--- config.mk ---
export PLATFORM = sky130hd
export DESIGN_NAME = iobus_arbiter
export DESIGN_NICKNAME = d
export VERILOG_FILES = /design/src/rtl/iobus_arbiter.sv
export SDC_FILE = /design/constraint.sdc
export NUM_CORES = 1
export LEC_CHECK = 0
export ABC_CLOCK_PERIOD_IN_PS = 2350
export CAP_MARGIN = 20
export CORE_AREA = 2 2 117 119
export DETAILED_ROUTE_END_ITERATION = 6
export DIE_AREA = 0 0 119 121
export DONT_BUFFER_PORTS = 1
export GPL_TIMING_DRIVEN = 1
export PLACE_DENSITY = 0.74
export SYNTH_ARGS = -nofsm -noshare
export SYNTH_HDL_FRONTEND = slang
export SYNTH_SLANG_ARGS = --single-unit
--- constraint.sdc ---
create_clock -name clk_i -period 2.35 [get_ports clk_i]
set_input_delay 0.235 -clock clk_i [delete_from_list [all_inputs] [get_ports clk_i]]
set_output_delay 0.235 -clock clk_i [all_outputs]
set_load 0.05 [all_outputs]
--- src/rtl/iobus_arbiter.sv ---
// iobus_arbiter: round-robin sharing of the OTTER IOBUS between two requesters
module iobus_arbiter #(
  parameter int WAIT_CYCLES = 1
) (
  input  logic        clk_i,
  input  logic        rst_n_i,
  input  logic        m0_req_i,
  input  logic        m0_wr_i,
  input  logic [31:0] m0_addr_i,
  input  logic [31:0] m0_wdata_i,
  output logic        m0_ack_o,
  output logic [31:0] m0_rdata_o,
  input  logic        m1_req_i,
  input  logic        m1_wr_i,
  input  logic [31:0] m1_addr_i,
  input  logic [31:0] m1_wdata_i,
  output logic        m1_ack_o,
  output logic [31:0] m1_rdata_o,
  input  logic [31:0] iobus_in_i,
  output logic [31:0] iobus_addr_o,
  output logic [31:0] iobus_out_o,
  output logic        iobus_wr_o
);
  typedef enum logic [1:0] {IDLE, BUSY, DONE} state_e;
  localparam int CW = (WAIT_CYCLES < 2) ? 1 : $clog2(WAIT_CYCLES + 1);
  localparam logic [CW-1:0] CNT_MAX = CW'(WAIT_CYCLES);

  state_e        state_q, state_d;
  logic [CW-1:0] cnt_q, cnt_d;
  logic          gnt_q, gnt_d, last_q, last_d, wr_q, wr_d;
  logic [31:0]   addr_q, addr_d, wdata_q, wdata_d;
  logic [31:0]   rdata0_q, rdata0_d, rdata1_q, rdata1_d;
  logic          pick_m1;

  // on a tie the requester that was not served last wins
  assign pick_m1 = m1_req_i & (~m0_req_i | ~last_q);

  // state and datapath registers; last_gnt resets to M1 so M0 wins the first tie
  always_ff @(posedge clk_i or negedge rst_n_i) begin
    if (!rst_n_i) begin
      state_q  <= IDLE;
      cnt_q    <= '0;
      gnt_q    <= 1'b0;
      last_q   <= 1'b1;
      wr_q     <= 1'b0;
      addr_q   <= '0;
      wdata_q  <= '0;
      rdata0_q <= '0;
      rdata1_q <= '0;
    end else begin
      state_q  <= state_d;
      cnt_q    <= cnt_d;
      gnt_q    <= gnt_d;
      last_q   <= last_d;
      wr_q     <= wr_d;
      addr_q   <= addr_d;
      wdata_q  <= wdata_d;
      rdata0_q <= rdata0_d;
      rdata1_q <= rdata1_d;
    end
  end

  // next state: grant and latch in IDLE, count wait cycles in BUSY, capture read data on DONE entry
  always_comb begin
    state_d  = state_q;
    cnt_d    = cnt_q;
    gnt_d    = gnt_q;
    last_d   = last_q;
    wr_d     = wr_q;
    addr_d   = addr_q;
    wdata_d  = wdata_q;
    rdata0_d = rdata0_q;
    rdata1_d = rdata1_q;
    case (state_q)
      IDLE: if (m0_req_i || m1_req_i) begin
        state_d = BUSY;
        cnt_d   = '0;
        gnt_d   = pick_m1;
        last_d  = pick_m1;
        wr_d    = pick_m1 ? m1_wr_i : m0_wr_i;
        addr_d  = pick_m1 ? m1_addr_i : m0_addr_i;
        wdata_d = pick_m1 ? m1_wdata_i : m0_wdata_i;
      end
      BUSY: if (cnt_q == CNT_MAX) begin
        state_d  = DONE;
        rdata0_d = (!wr_q && !gnt_q) ? iobus_in_i : rdata0_q;
        rdata1_d = (!wr_q && gnt_q) ? iobus_in_i : rdata1_q;
      end else begin
        cnt_d = cnt_q + CW'(1);
      end
      default: state_d = IDLE;
    endcase
  end

  // outputs decode registered state only, so no input reaches an output combinationally
  always_comb begin
    iobus_addr_o = (state_q == BUSY) ? addr_q : '0;
    iobus_out_o  = (state_q == BUSY && wr_q) ? wdata_q : '0;
    iobus_wr_o   = state_q == BUSY && wr_q && cnt_q == '0;
    m0_ack_o     = state_q == DONE && !gnt_q;
    m1_ack_o     = state_q == DONE && gnt_q;
    m0_rdata_o   = rdata0_q;
    m1_rdata_o   = rdata1_q;
  end
endmodule
* After elaboration in Yosys (flattened, before gate mapping)
Index checks and enable logic that the tools add are counted.
** Word-level totals
- Register bits after elaboration :: 134
- Bits of input ports :: 166
- Output and inout bits :: 131
- Word-level logic and storage cells :: 46
** Cells by class
- Add/subtract/negate cells :: 1
- Equality and inequality tests :: 4
- Muxes and demuxes :: 11
- Bitwise gates (word level) :: 5
- Reduce and logical (&&, ||, !) cells :: 16
** Operators by type and width (count)
- 2-to-1 mux 32 bit :: 4
- logical AND 1 bit :: 6
- AND reduction 2 bit :: 3
- AND reduction 3 bit :: 2
- 2-to-1 mux 2 bit :: 2
- != test 2 bit, second input constant :: 2
- one-hot mux 2 bit (2 select lines) :: 1
- 2-to-1 mux 1 bit :: 3
- NOT 1 bit :: 3
- equality test 2 x 1 -> 1 bit, second input constant :: 1
- equality test 2 bit, second input constant :: 1
- logical NOT 1 bit :: 2
- logical NOT 2 bit :: 1
- one-hot mux 1 bit (2 select lines) :: 1
- nonzero test 2 bit :: 1
- adder 1 bit, second input constant :: 1
- bitwise AND 1 bit :: 1
- logical OR 1 bit :: 1
- OR 1 bit :: 1

* Longest topological paths before layout
Gate-level depths: netlist of the first run.
- Depth after elaboration :: 4
- Gate-level depth with buffers :: 5
- Mapped depth without buffers :: 3

* Least setup slack after synthesis of the first run
Ideal clock, no wire load.
- Path type :: register to output
- From :: register state_q[1]
- To :: output port iobus_wr_o
- Arrival :: 1793 ps
- Required time :: 2115 ps
- Path slack :: 322 ps
- Cell stages (with the launch flop) :: 3
- Buffers on the path :: 0
- Cell sequence :: dfrtp_1 > nand2b_1 > nor3b_1
** On the way
- Word-level cells in the longest chain between the ends :: 3
** Ends and longest elaborated chain
- from (decl) :: line 28 : state_e state_q, state_d;
- from (signal assigned) :: line 51 : state_q <= state_d;
- equality test 2 x 1 -> 1 bit :: line 99 : iobus_wr_o = state_q == BUSY && wr_q && cnt_q == '0;
- logical AND 1 bit (2 in a row) :: line 99
- to (decl) :: line 22 : output logic iobus_wr_o
No other way between the ends.

* Worst setup path in the final report of the first run
- From :: register state_q[1]
- To :: output port iobus_out_o[29]
** On the way
- Word-level cells in the longest chain between the ends :: 3
** Ends and longest elaborated chain
- equality test 2 x 1 -> 1 bit :: line 98 : iobus_out_o = (state_q == BUSY && wr_q) ? wdata_q : '0;
- logical AND 1 bit :: line 98
- 2-to-1 mux 32 bit :: line 98
- to (decl) :: line 21 : output logic [31:0] iobus_out_o,
No other way between the ends.

==> results of run 1 <==
## registers in the layout (all words and copies together) (netlist names)
signal,cells
last_q,1
m1_rdata_o,32
wdata_q,32
wr_q,1
m0_rdata_o,32
gnt_q,1
state_q,2
cnt_q,1
addr_q,32
## per-layer routing
layer | vias up | global-route usage [%]
met5 | - | 0
met4 | 0 | 7.143
met3 | 16 | 7.801
met2 | 201 | 36.64
met1 | 1926 | 21.39
li1 | 1752 | -
## synth_stat cells (all sizes together)
cell type and instances:
and2b 1, a21boi 1, nand2b 1, dfstp 1, and2 33, o21bai 1, mux2 196, nand4b 1
a21bo 1, o21ai 1, nor3 1, buf 20, nor4b 1, dfrtp 133, and3 32, nor2 1
nor3b 2, and3b 1, clkbuf 11, nand2 1
## layout by cell type, fill, tap and decap left out, types with 2 or more instances in the layout
master | Yosys | layout
sky130_fd_sc_hd__buf_4 | 1 | 69
sky130_fd_sc_hd__clkinv_4 | 0 | 2
sky130_fd_sc_hd__and2_1 | 33 | 33
sky130_fd_sc_hd__clkbuf_8 | 0 | 4
sky130_fd_sc_hd__mux2_1 | 16 | 16
sky130_fd_sc_hd__mux2_4 | 50 | 50
sky130_fd_sc_hd__dfrtp_1 | 133 | 133
sky130_fd_sc_hd__dlygate4sd3_1 | 0 | 32
sky130_fd_sc_hd__buf_12 | 0 | 5
sky130_fd_sc_hd__clkinv_2 | 0 | 2
sky130_fd_sc_hd__mux2_2 | 130 | 130
sky130_fd_sc_hd__and3_1 | 32 | 32
sky130_fd_sc_hd__bufinv_16 | 0 | 5
sky130_fd_sc_hd__nor3b_2 | 0 | 2
sky130_fd_sc_hd__clkbuf_16 | 0 | 17
## how the worst max path moves through the flow
stage          cells after the start                   start  slack, ns                          to
2_1_floorplan                      2  state_q[1]$_DFFE_PN0P_       0.32                  iobus_wr_o
3_3_place_gp                       4      last_q$_DFFE_PN1P_       0.68       addr_q[4]$_DFFE_PN0P_
3_5_place_dp                       4  state_q[1]$_DFFE_PN0P_       0.60  m0_rdata_o[19]$_DFFE_PN0P_
4_1_cts                            4  state_q[1]$_DFFE_PN0P_       0.18             iobus_out_o[31]
5_1_grt                            4  state_q[1]$_DFFE_PN0P_       0.11             iobus_out_o[29]
6_report                           4  state_q[1]$_DFFE_PN0P_       0.21             iobus_out_o[29]
## per-stage QoR
step	area, sq um	cells
global placement	7136	659
CTS	8130	723
finish	8130	723
global route	8130	723
floorplan	6474	440
detailed placement	7136	659
## kinds of logic after synthesis
kind of cell / count (synthesis)
AO/OA/AOI/OAI: 4
flip-flops: 134
buffers and inverters: 31
multiplexers: 196
AND/OR/NAND/NOR: 75
## worst max-delay path: stages, from the launching register on
cell,delay [ns]
sky130_fd_sc_hd__dfrtp_1,0.45
sky130_fd_sc_hd__and2b_2,0.28
sky130_fd_sc_hd__buf_4,0.33
sky130_fd_sc_hd__and3_1,0.23
sky130_fd_sc_hd__buf_4,0.20
## area by class of cell
| type | count | area (sq um) |
|---|---|---|
| Fill cell | 941 | 4955 |
| Timing Repair Buffer | 106 | 938.4 |
| Clock inverter | 11 | 193.9 |
| Clock buffer | 21 | 480.5 |
| Sequential cell | 134 | 3354 |
| Tap cell | 176 | 220.2 |
| Multi-Input combinational cell | 275 | 2943 |
==> impl_summary.md, run 1 <==
Drt
For this block, wires on met1 add up to around 5.4 mm. The first detailed-routing pass ran for 6 iterations. The average routed wire per standard cell is approximately 20 um.

The total detailed-routing wirelength is 14.45 mm. The detailed router used layers up to and including met4. The wire length on met3 is between 1 and 1.5 mm. Using the TritonRoute via totals, the vias-per-cell ratio works out to about 5.4. The wire length on met2 is 7.544 mm.

The starting DRC count in detailed routing is approximately 110. In this run the remaining antenna-violating nets after routing total 0. The final route contains 3895 vias. For this run, design rule violations remaining after detail routing come to 0.

Cells and area
The final layout net count is 700. For this run, the share of the core covered by cells in the final layout is approximately 62%. The fraction of layout cells with a size suffix above 1 is 53.56%. From synthesis to final layout, the design area changed by 25.59%. The number of antenna diodes in the final layout is 0.

Worst setup path
The worst reg2reg path depth is 4. The setup path with the least slack is of type flop to output pin. STA classifies the critical path startpoint as a flop. In this run the register-to-register setup slack is 0.59 ns. The data arrival time of the critical path is approximately 1.9 ns.

The biggest fanout along the worst timing path is 40. The source of the worst register-to-register timing path is state_q[1]$_DFFE_PN0P_. The required arrival time at the worst endpoint is ~2.1 ns. STA classifies the critical path endpoint as an output pin. The end of the worst register-to-register path is m0_rdata_o[19]$_DFFE_PN0P_.

Clock tree
Once the clock tree was built, the resizer swapped 0 gates to a different size. The clock sink count is 134. The root buffer cell chosen for the clock tree is sky130_fd_sc_hd__clkbuf_16. TritonCTS built the clock tree. The clock passes through at most 2 buffers. At the later pin of the worst-skew pair, clock insertion delay measures between 0.4 and 0.5 ns. Clock-pin slew was measured on the worst setup and hold paths at around 0.050 ns. Post-CTS timing repair inserted 0 buffers for setup. CTS built an H-tree with a depth of 4.

In this run, post-CTS hold repair placed 32 buffers. Counting the buffers created by CTS gives 17.

GRT
Global routing used 20.22% of the available tracks across all layers. The via count of the first global-routing pass was 4302. Global routing finished with a remaining overflow of 0. The largest net degree at the start of global routing is roughly 140. The first-pass GRT wire length is ~22 mm. The initial antenna violation count is 0.

Yosys
The count of yosys warnings during synthesis is 0. Summing the areas of all fa, ha and maj instances in the mapped netlist gives 0% of the synthesized area. Of all cell types, the one taking the most synthesized area is sky130_fd_sc_hd__dfrtp_1. The portion of synthesized area spent on multiplexers is a little under two fifths. In the synthesized netlist, the number of instances is between 400 and 500. After synthesis, the largest family of logic cells by area is multiplexers. After synthesis the netlist holds a flip-flop and latch count of 134. The synthesized netlist devotes less than 1% of its cell area to compound gates.

The sequential cell area fraction in the yosys report is 51.82%. Summing the areas of all and, or, nand and nor instances in the mapped netlist gives ~7.6% of the synthesized area. Summing the areas of all xor and xnor instances in the mapped netlist gives 0% of the synthesized area.

After synthesis, the mean cell area works out to 14.71 sq um. After synthesis, the cell types taking the most area are sky130_fd_sc_hd__dfrtp_1, sky130_fd_sc_hd__mux2_2, sky130_fd_sc_hd__mux2_4. In this run, distinct cell masters in the synthesized netlist total 24. The cell area after technology mapping is 6474 sq um. Counting every net in the synthesized netlist gives just over 600. The area share of the largest cell type after synthesis is just over 50%.

Timing
Setup violations remaining at the end of the flow were counted as 0. For the pin with the worst max-slew slack, the measured transition is 0.5615 ns. The final critical-path share of the clock period is roughly 91%. The number of max-slew violations in the final report is 0.

The total negative setup slack is 0 ns. The final count of hold timing violations is around 130. The achievable frequency is about 470 MHz.

For the final database, setup skew stands at roughly 0.0099 ns. For the finished layout, the period the worst path requires is between 2 and 2.5 ns. The worst pin sits at a relative slew slack of 62.69%.

The tightest hold margin is -0.4747 ns. Setup repair after global routing left no endpoint under its margin. Setup slack on the critical path of the routed design comes to ~0.21 ns.

Placement
The quantity of I/O buffers inserted on ports is 0. OpenSTA, run right after detailed placement, puts the worst setup slack at approximately 0.6 ns. The detailed-placement wirelength estimate is 10.13 mm. The routability congestion estimate is 0.7167.

Floorplan
The floorplan has 42 rows. Pin placement for this block handled 297 I/O pins. The initial utilization of the core area, before any placement, comes to roughly 49%.

The die is approximately 120 um wide. The total die area is 14400 sq um. The core region is between 10000 and 15000 sq um. From bottom edge to top edge, the die measures about 120 um.

Status
The run finished, with violations left. The final reports fail on negative hold slack.

Worst hold path
The tightest min-delay check is of the input pin to async pin type.

Job
The tool flagged a number of max-cap violations equal to 0.
Power of run 1 is not shown: default switching activity piles up to over one toggle a cycle in this logic, so the estimate is an artifact.
==> run 2, diff against run 1 <==
- ABC_CLOCK_PERIOD_IN_PS: 2350 -> 1850
- PLACE_DENSITY: 0.74 -> 0.77
- clock period: 2.35 -> 1.85 ns (I/O delays scaled with it)
==> run 2 against run 1 <==
The run ends with negative hold slack, negative setup slack left; flip-flop and latch count stayed put; critical path depth is 1 higher; sequential share of layout area is 5.7 points lower; via count is 4.2% higher; non-clock buffer count is 17 higher; hold slack worse by 0.063 ns; critical path type unchanged; cell area is 16% higher; clock skew is 0.0054 ns lower; clock-buffer cell count is 2 lower.
==> impl_summary.md, run 2 (synthesized netlist as in run 1, its figures left out) <==
Worst setup path
The required arrival time at the worst endpoint was 1.66 ns (-0.46 ns). The source of the worst register-to-register timing path is state_q[1]$_DFFE_PN0P_. The data arrival time of the critical path was 1.72 ns (-0.19 ns). The worst setup path is captured at an output pin. The flop-to-flop setup slack is 0.03 ns (-0.56 ns). The largest stage delay on the critical path was 0.40 ns (-0.05 ns). The most numerous cell on the critical path is sky130_fd_sc_hd__buf_12. Broken down by cell family, the worst path's largest delay share belongs to simple AND/OR/NAND/NOR gates.

The biggest fanout along the worst timing path came to 8 (-80%). The number of buffers and inverters on the critical path was 3 (+1). The largest individual stage delay along the critical path comes from the cell sky130_fd_sc_hd__dfrtp_2. The startpoint kind of the worst setup timing path is a flop. In this run the worst setup path begins at state_q[1]$_DFFE_PN0P_. Traced cell by cell, the critical path runs through and2b_4 -> buf_12 -> buf_16 -> and3_4 -> buf_12.

The kind of critical path is flop to output pin.

Drt
The detailed-route DRC error count is 0 (unchanged). The post-detailed-route via-to-cell ratio is 5.482 (+1.8%). The starting DRC count in detailed routing is 194 (+81%). The number of iterations in the first detailed-routing pass was 4 (-2). The post-detailed-route count of antenna-violating nets is 0 (unchanged).

The vias after detailed routing came to 4057 (+4.2%). The average routed wire per standard cell is 23.24 um (+16%). The total detailed-routing wirelength was 17.20 mm (+19%).

Power
The internal power of the cells is approximately 12 mW. The power density of the placed cells is 2371 nW/um^2. The total power of the final layout is ~22 mW. The switching power total is between 9 and 10 mW. The power share of the combinational group is slightly below 50%. The switching share of total power is roughly 45%.

Of the total power, the clock network draws 14.4%. Sequential cells burn about 36% of the power. Across the VDD grid, the largest voltage drop is between 0.001 and 0.0015 V.

The cell leakage power is 4.102 nW.

Clock tree
The later-pin clock latency in the skew report is 0.41 ns (about the same). The total clock buffers created by CTS is 17 (unchanged). The H-tree level count is 4 (unchanged). The clock sink count came to 134 (unchanged). The cell sitting at the root of the clock tree is a sky130_fd_sc_hd__clkbuf_16. The number of hold buffers added after cts is 32 (unchanged).

The maximum number of buffers from clock root to sink came to 2 (unchanged). The clock transition at the registers of the reported paths is 0.06 ns (about the same). TritonCTS built the clock tree.

Status
The flow ran to the end, but the final reports show violations. The final reports fail on negative hold slack, negative setup slack.

Cells and area
The fraction of layout cells with a size suffix above 1 came to 66.84% (+13 points). The leading cell type in the layout, fill and taps excluded is sky130_fd_sc_hd__dfrtp_1. In the layout the commonest cells are sky130_fd_sc_hd__dfrtp_1, sky130_fd_sc_hd__mux2_2, sky130_fd_sc_hd__buf_12, sky130_fd_sc_hd__mux2_4. The final layout net count is 717 (+2.4%). The filler cell count was 751 (-20%). The utilization after layout is 72.14% (+10 points). The number of antenna repair diodes is 0 (unchanged). The storage element area is 3357 sq um (about the same). The total area of multi-input combinational cells was 3192 sq um (+8.5%). The area growth from synthesis to layout is 45.81%.

Timing
The final count of hold timing violations is 134 (unchanged). The slew at the pin with the worst max-slew slack is 0.5614 ns (-0.0001267 ns). The tightest hold margin is -0.5372 ns (-0.06253 ns).

The final critical-path share of the clock period is 103.2%. The clock skew after layout is 0.004537 ns (-0.005406 ns). The remaining max-slew budget at the tightest pin is 62.70% (about the same). After layout, the minimum clock period comes to between 1.5 and 2 ns. The number of endpoints failing setup at the final stage is 47 (+47). Timing would allow up to around 520 MHz. Setup repair after global routing could not meet its margin everywhere. The smallest setup slack after layout is -0.05939 ns (-0.2690 ns). The number of max-slew violations in the final report was 0 (unchanged).

Floorplan
The floorplan core area is 13090 sq um (unchanged). The cell row count is 42 (unchanged). The total die area is 14400 sq um (unchanged). The starting density of the core is 49.47% (unchanged). The top-level port count is 297 (unchanged). The horizontal die dimension came to 119 um (unchanged).

The chip height was 121 um (unchanged).

GRT
The global router's overall resource usage is 23.68% (+3.5 points). The first-pass GRT wire length is 25.88 mm (+16%). The overall overflow remaining after global route came to 0 (unchanged).

The via count of the first global-routing pass is 4621 (+7.4%). The initial antenna violation count was 0 (unchanged). The largest net degree at the start of global routing is 135 (unchanged).

Placement
The quantity of I/O buffers inserted on ports is 0 (unchanged). The detailed-placement wirelength estimate is 11.04 mm (+9.0%). The routability congestion estimate came to 0.7494 (+4.6%).

Job
The number of max-cap violations is 0 (unchanged).

Worst hold path
The tightest min-delay check is of the input pin to async pin type.
## run 2: final cells by class
type                    instances  area share (%)
flip-flops and latches        134           35.56
repair buffers                123           22.20
clock inverters                13           1.286
multi-input cells             275           33.81
clock buffers                  19           4.799
well taps                     176           2.333
## run 2: power by group through the flow
stage / clock network, mW / logic, mW / registers, mW
3_5_place_dp: 0 / 9.48 / 7.99
4_1_cts: 3.29 / 10.9 / 7.97
2_1_floorplan: 0 / 5.78 / 7.61
5_1_grt: 3.46 / 11.6 / 8.19
3_3_place_gp: 0 / 9.22 / 7.86
6_report: 3.23 / 11.1 / 8.01
## run 2: worst paths after layout
| path | to | cells past startpoint |
|---|---|---|
| worst min register to register | addr_q[25]$_DFFE_PN0P_ | 1 |
| min in group clk_i | addr_q[13]$_DFFE_PN0P_ | 2 |
| max in group asynchronous | m1_rdata_o[3]$_DFFE_PN0P_ | 0 |
| worst min-delay path | addr_q[2]$_DFFE_PN0P_ | 0 |
| worst max-delay path | iobus_out_o[30] | 5 |
| worst max register to register | m0_rdata_o[14]$_DFFE_PN0P_ | 6 |
## run 2: stage by stage
stage	cell area [sq um]	instances	hold WS, ns	worst slack (ns)	TNS (ns)
finish	9439	740	-0.5372	-0.05939	-1.194
global placement	7994	660	-0.1079	0.1635	0
CTS	9333	735	-0.5586	-0.06779	-2.518
global route	9439	740	-0.5646	-0.1055	-3.810
floorplan	6479	440	-0.1106	0.08146	0
detailed placement	7994	660	-0.1082	0.07920	0
## run 2: per-layer routing
layer / vias up / part of all wire (%) / global-route usage (%)
li1: 1798 / - / -
met1: 2028 / 37 / 25.28
met2: 207 / 52 / 41.31
met3: 24 / 9.0 / 10.20
met4: 0 / 1.8 / 9.449
met5: - / 0 / 0
## run 2: repair_timing
item	4_1_cts	5_1_grt
gates resized for setup	71	4
setup endpoints to repair	58	97
setup buffers	7	1
hold endpoints to repair	198	134
pin swaps	27	21
cloned	4	5
Note: power is estimated with default switching activity, not from simulation.
==> run 3, diff against run 2 <==
==> constraint.sdc (replaced) <==
create_clock -name clk_i -period 1.85 [get_ports clk_i]
set_input_delay 0.0925 -clock clk_i [delete_from_list [all_inputs] [get_ports clk_i]]
set_output_delay 0.0925 -clock clk_i [all_outputs]
set_load 0.05 [all_outputs]
==> run 3 against run 2 <==
The run now fails in 4_1_cts; synthesized area did not move; synthesized cell count did not move.
==> impl_summary.md, run 3 <==
Yosys
The distinct cell type count of the synthesized netlist came to 24 (unchanged). The mean instance size in the synthesized netlist is 14.71 sq um (unchanged). In the synthesized netlist, the cells that appear most often are sky130_fd_sc_hd__dfrtp_1, sky130_fd_sc_hd__mux2_2, sky130_fd_sc_hd__mux2_4. The biggest area consumer among synthesized cells is sky130_fd_sc_hd__dfrtp_1.

The total of flip-flops plus latches after synthesis came to 134 (unchanged). The count of mapped cells out of synthesis is 440 (unchanged). In the post-synthesis netlist, the biggest area contributors are sky130_fd_sc_hd__dfrtp_1, sky130_fd_sc_hd__mux2_2, sky130_fd_sc_hd__mux2_4. The sequential cell area fraction in the yosys report is 51.82% (unchanged). The cell area after technology mapping came to 6474 sq um (unchanged). The synthesized netlist net count is 606 (unchanged). The number of enable flip-flop cells after synthesis was 0 (unchanged). In the synthesized netlist the dominant register cell turns out to be sky130_fd_sc_hd__dfrtp_1.

The proportion of synthesized flip-flops having asynchronous set or reset came to 100.0% (unchanged). The count of yosys warnings during synthesis is 0 (unchanged). In the post-synthesis netlist, the cell with the most instances is sky130_fd_sc_hd__dfrtp_1. The area share of the largest cell type after synthesis is 51.41% (unchanged).

Status
The tool reported: "[ERROR RSZ-0060] Max buffer count reached". The flow did not finish. The last stage reached is 4_1_cts.

Clock tree
The total clock buffers created by CTS is 17 (unchanged). The clock sink count is 134 (unchanged). The H-tree level count is 4 (unchanged). The number of hold buffers added after cts is 139 (+330%). The maximum number of buffers from clock root to sink was 2 (unchanged).

In this run the clock root is driven by a sky130_fd_sc_hd__clkbuf_16. The number of cells upsized or downsized after cts is 2 (-97%). The total setup buffers inserted after CTS was 0 (-7).

Floorplan
The top-level port count came to 297 (unchanged). The horizontal die dimension came to 119 um (unchanged). The starting density of the core is 49.47% (unchanged). The chip height was 121 um (unchanged). The cell row count is 42 (unchanged).

Placement
The detailed-placement wirelength estimate was 10.92 mm (-1.1%). The quantity of I/O buffers inserted on ports was 0 (unchanged). The placement-stage worst setup slack was 0.1099 ns (+0.03066 ns). The placed cell area is 7949 sq um (-0.56%). The routability congestion estimate is 0.7489 (about the same).
==> run 3: cell counts after synthesis <==
No cell type changed its count.
==> run 3: through the flow <==
step                util (%)  instances
detailed placement     60.75        659
global placement       60.75        659
floorplan                  -        440
==> run 3: logic make-up after synthesis <==
kind of cell    after synthesis  synth area share [%]
compound gates                4                0.4639
flops                       134                 51.82
mux                         196                 36.99
simple gates                 75                 7.634
buf+inv                      31                 3.093
==> run 4, diff against run 3 <==
- ABC_CLOCK_PERIOD_IN_PS: 1850 -> 2400
- CORE_AREA: 2 2 117 119 -> default
- CORE_UTILIZATION: default -> 40
- DIE_AREA: 0 0 119 121 -> default
- PLACE_DENSITY: 0.77 -> default
- PLACE_DENSITY_LB_ADDON: default -> 0.15
- clock period: 1.85 -> 2.4 ns (I/O delays scaled with it)
==> run 4 against run 3 <==
The flow again stops in 4_1_cts; synthesized cell count unchanged; synthesized area did not move.
==> impl_summary.md, run 4 <==
Clock tree
The total clock buffers created by CTS came to 17 (unchanged). Clock tree synthesis selected as its root buffer the cell sky130_fd_sc_hd__clkbuf_16. The number of hold buffers added after cts is 136 (-2.2%). The maximum number of buffers from clock root to sink is 2 (unchanged). The total setup buffers inserted after CTS is 0 (unchanged). The clock sink count is 134 (unchanged).

The number of cells upsized or downsized after cts is 0 (-2). The H-tree level count is 4 (unchanged).

Yosys
The cell area after technology mapping came to 6474 sq um (unchanged). The number of enable flip-flop cells after synthesis is 0 (unchanged). For this run, the leading register cell type out of synthesis is sky130_fd_sc_hd__dfrtp_1. The distinct cell type count of the synthesized netlist is 24 (unchanged). The biggest area consumer among synthesized cells is sky130_fd_sc_hd__dfrtp_1. Yosys attributes the largest share of cell area to sky130_fd_sc_hd__dfrtp_1, sky130_fd_sc_hd__mux2_2, sky130_fd_sc_hd__mux2_4. The total of flip-flops plus latches after synthesis is 134 (unchanged). Counting instances in the post-synthesis netlist gives the leading cell types as sky130_fd_sc_hd__dfrtp_1, sky130_fd_sc_hd__mux2_2, sky130_fd_sc_hd__mux2_4. The sequential cell area fraction in the yosys report is 51.82% (unchanged). The mean instance size in the synthesized netlist is 14.71 sq um (unchanged). The proportion of synthesized flip-flops having asynchronous set or reset is 100.0% (unchanged).

The synthesized netlist net count is 606 (unchanged). The count of mapped cells out of synthesis is 440 (unchanged). The area share of the largest cell type after synthesis came to 51.41% (unchanged).

The count of yosys warnings during synthesis is 0 (unchanged). Among all cell types in the netlist, the one instantiated most often is sky130_fd_sc_hd__dfrtp_1.

Placement
The detailed-placement wirelength estimate was 9.407 mm (-14%). The quantity of I/O buffers inserted on ports is 0 (unchanged). The routability congestion estimate is 0.6935 (-7.4%). The placement-stage worst setup slack was 0.5173 ns (+0.4074 ns).

Floorplan
The chip height is 129.2 um (+6.8%). The horizontal die dimension was 129.2 um (+8.6%). The cell row count is 46 (+9.5%).

The starting density of the core is 40.90% (-8.6 points). The top-level port count is 297 (unchanged).

Status
It got as far as 4_1_cts and failed there. The flow did not finish. The tool reported: "[ERROR RSZ-0060] Max buffer count reached".
==> run 4: stage by stage <==
step	util [%]	area, sq um	std cells
3_3_place_gp	42.62	6745	642
3_5_place_dp	42.62	6745	642
2_1_floorplan	-	6474	440
==> run 4: logic make-up after synthesis <==
family | count (synthesis) | synth area share [%]
multiplexers | 196 | 36.99
flip-flops | 134 | 51.82
AND/OR/NAND/NOR | 75 | 7.634
buffers and inverters | 31 | 3.093
AO/OA/AOI/OAI | 4 | 0.4639
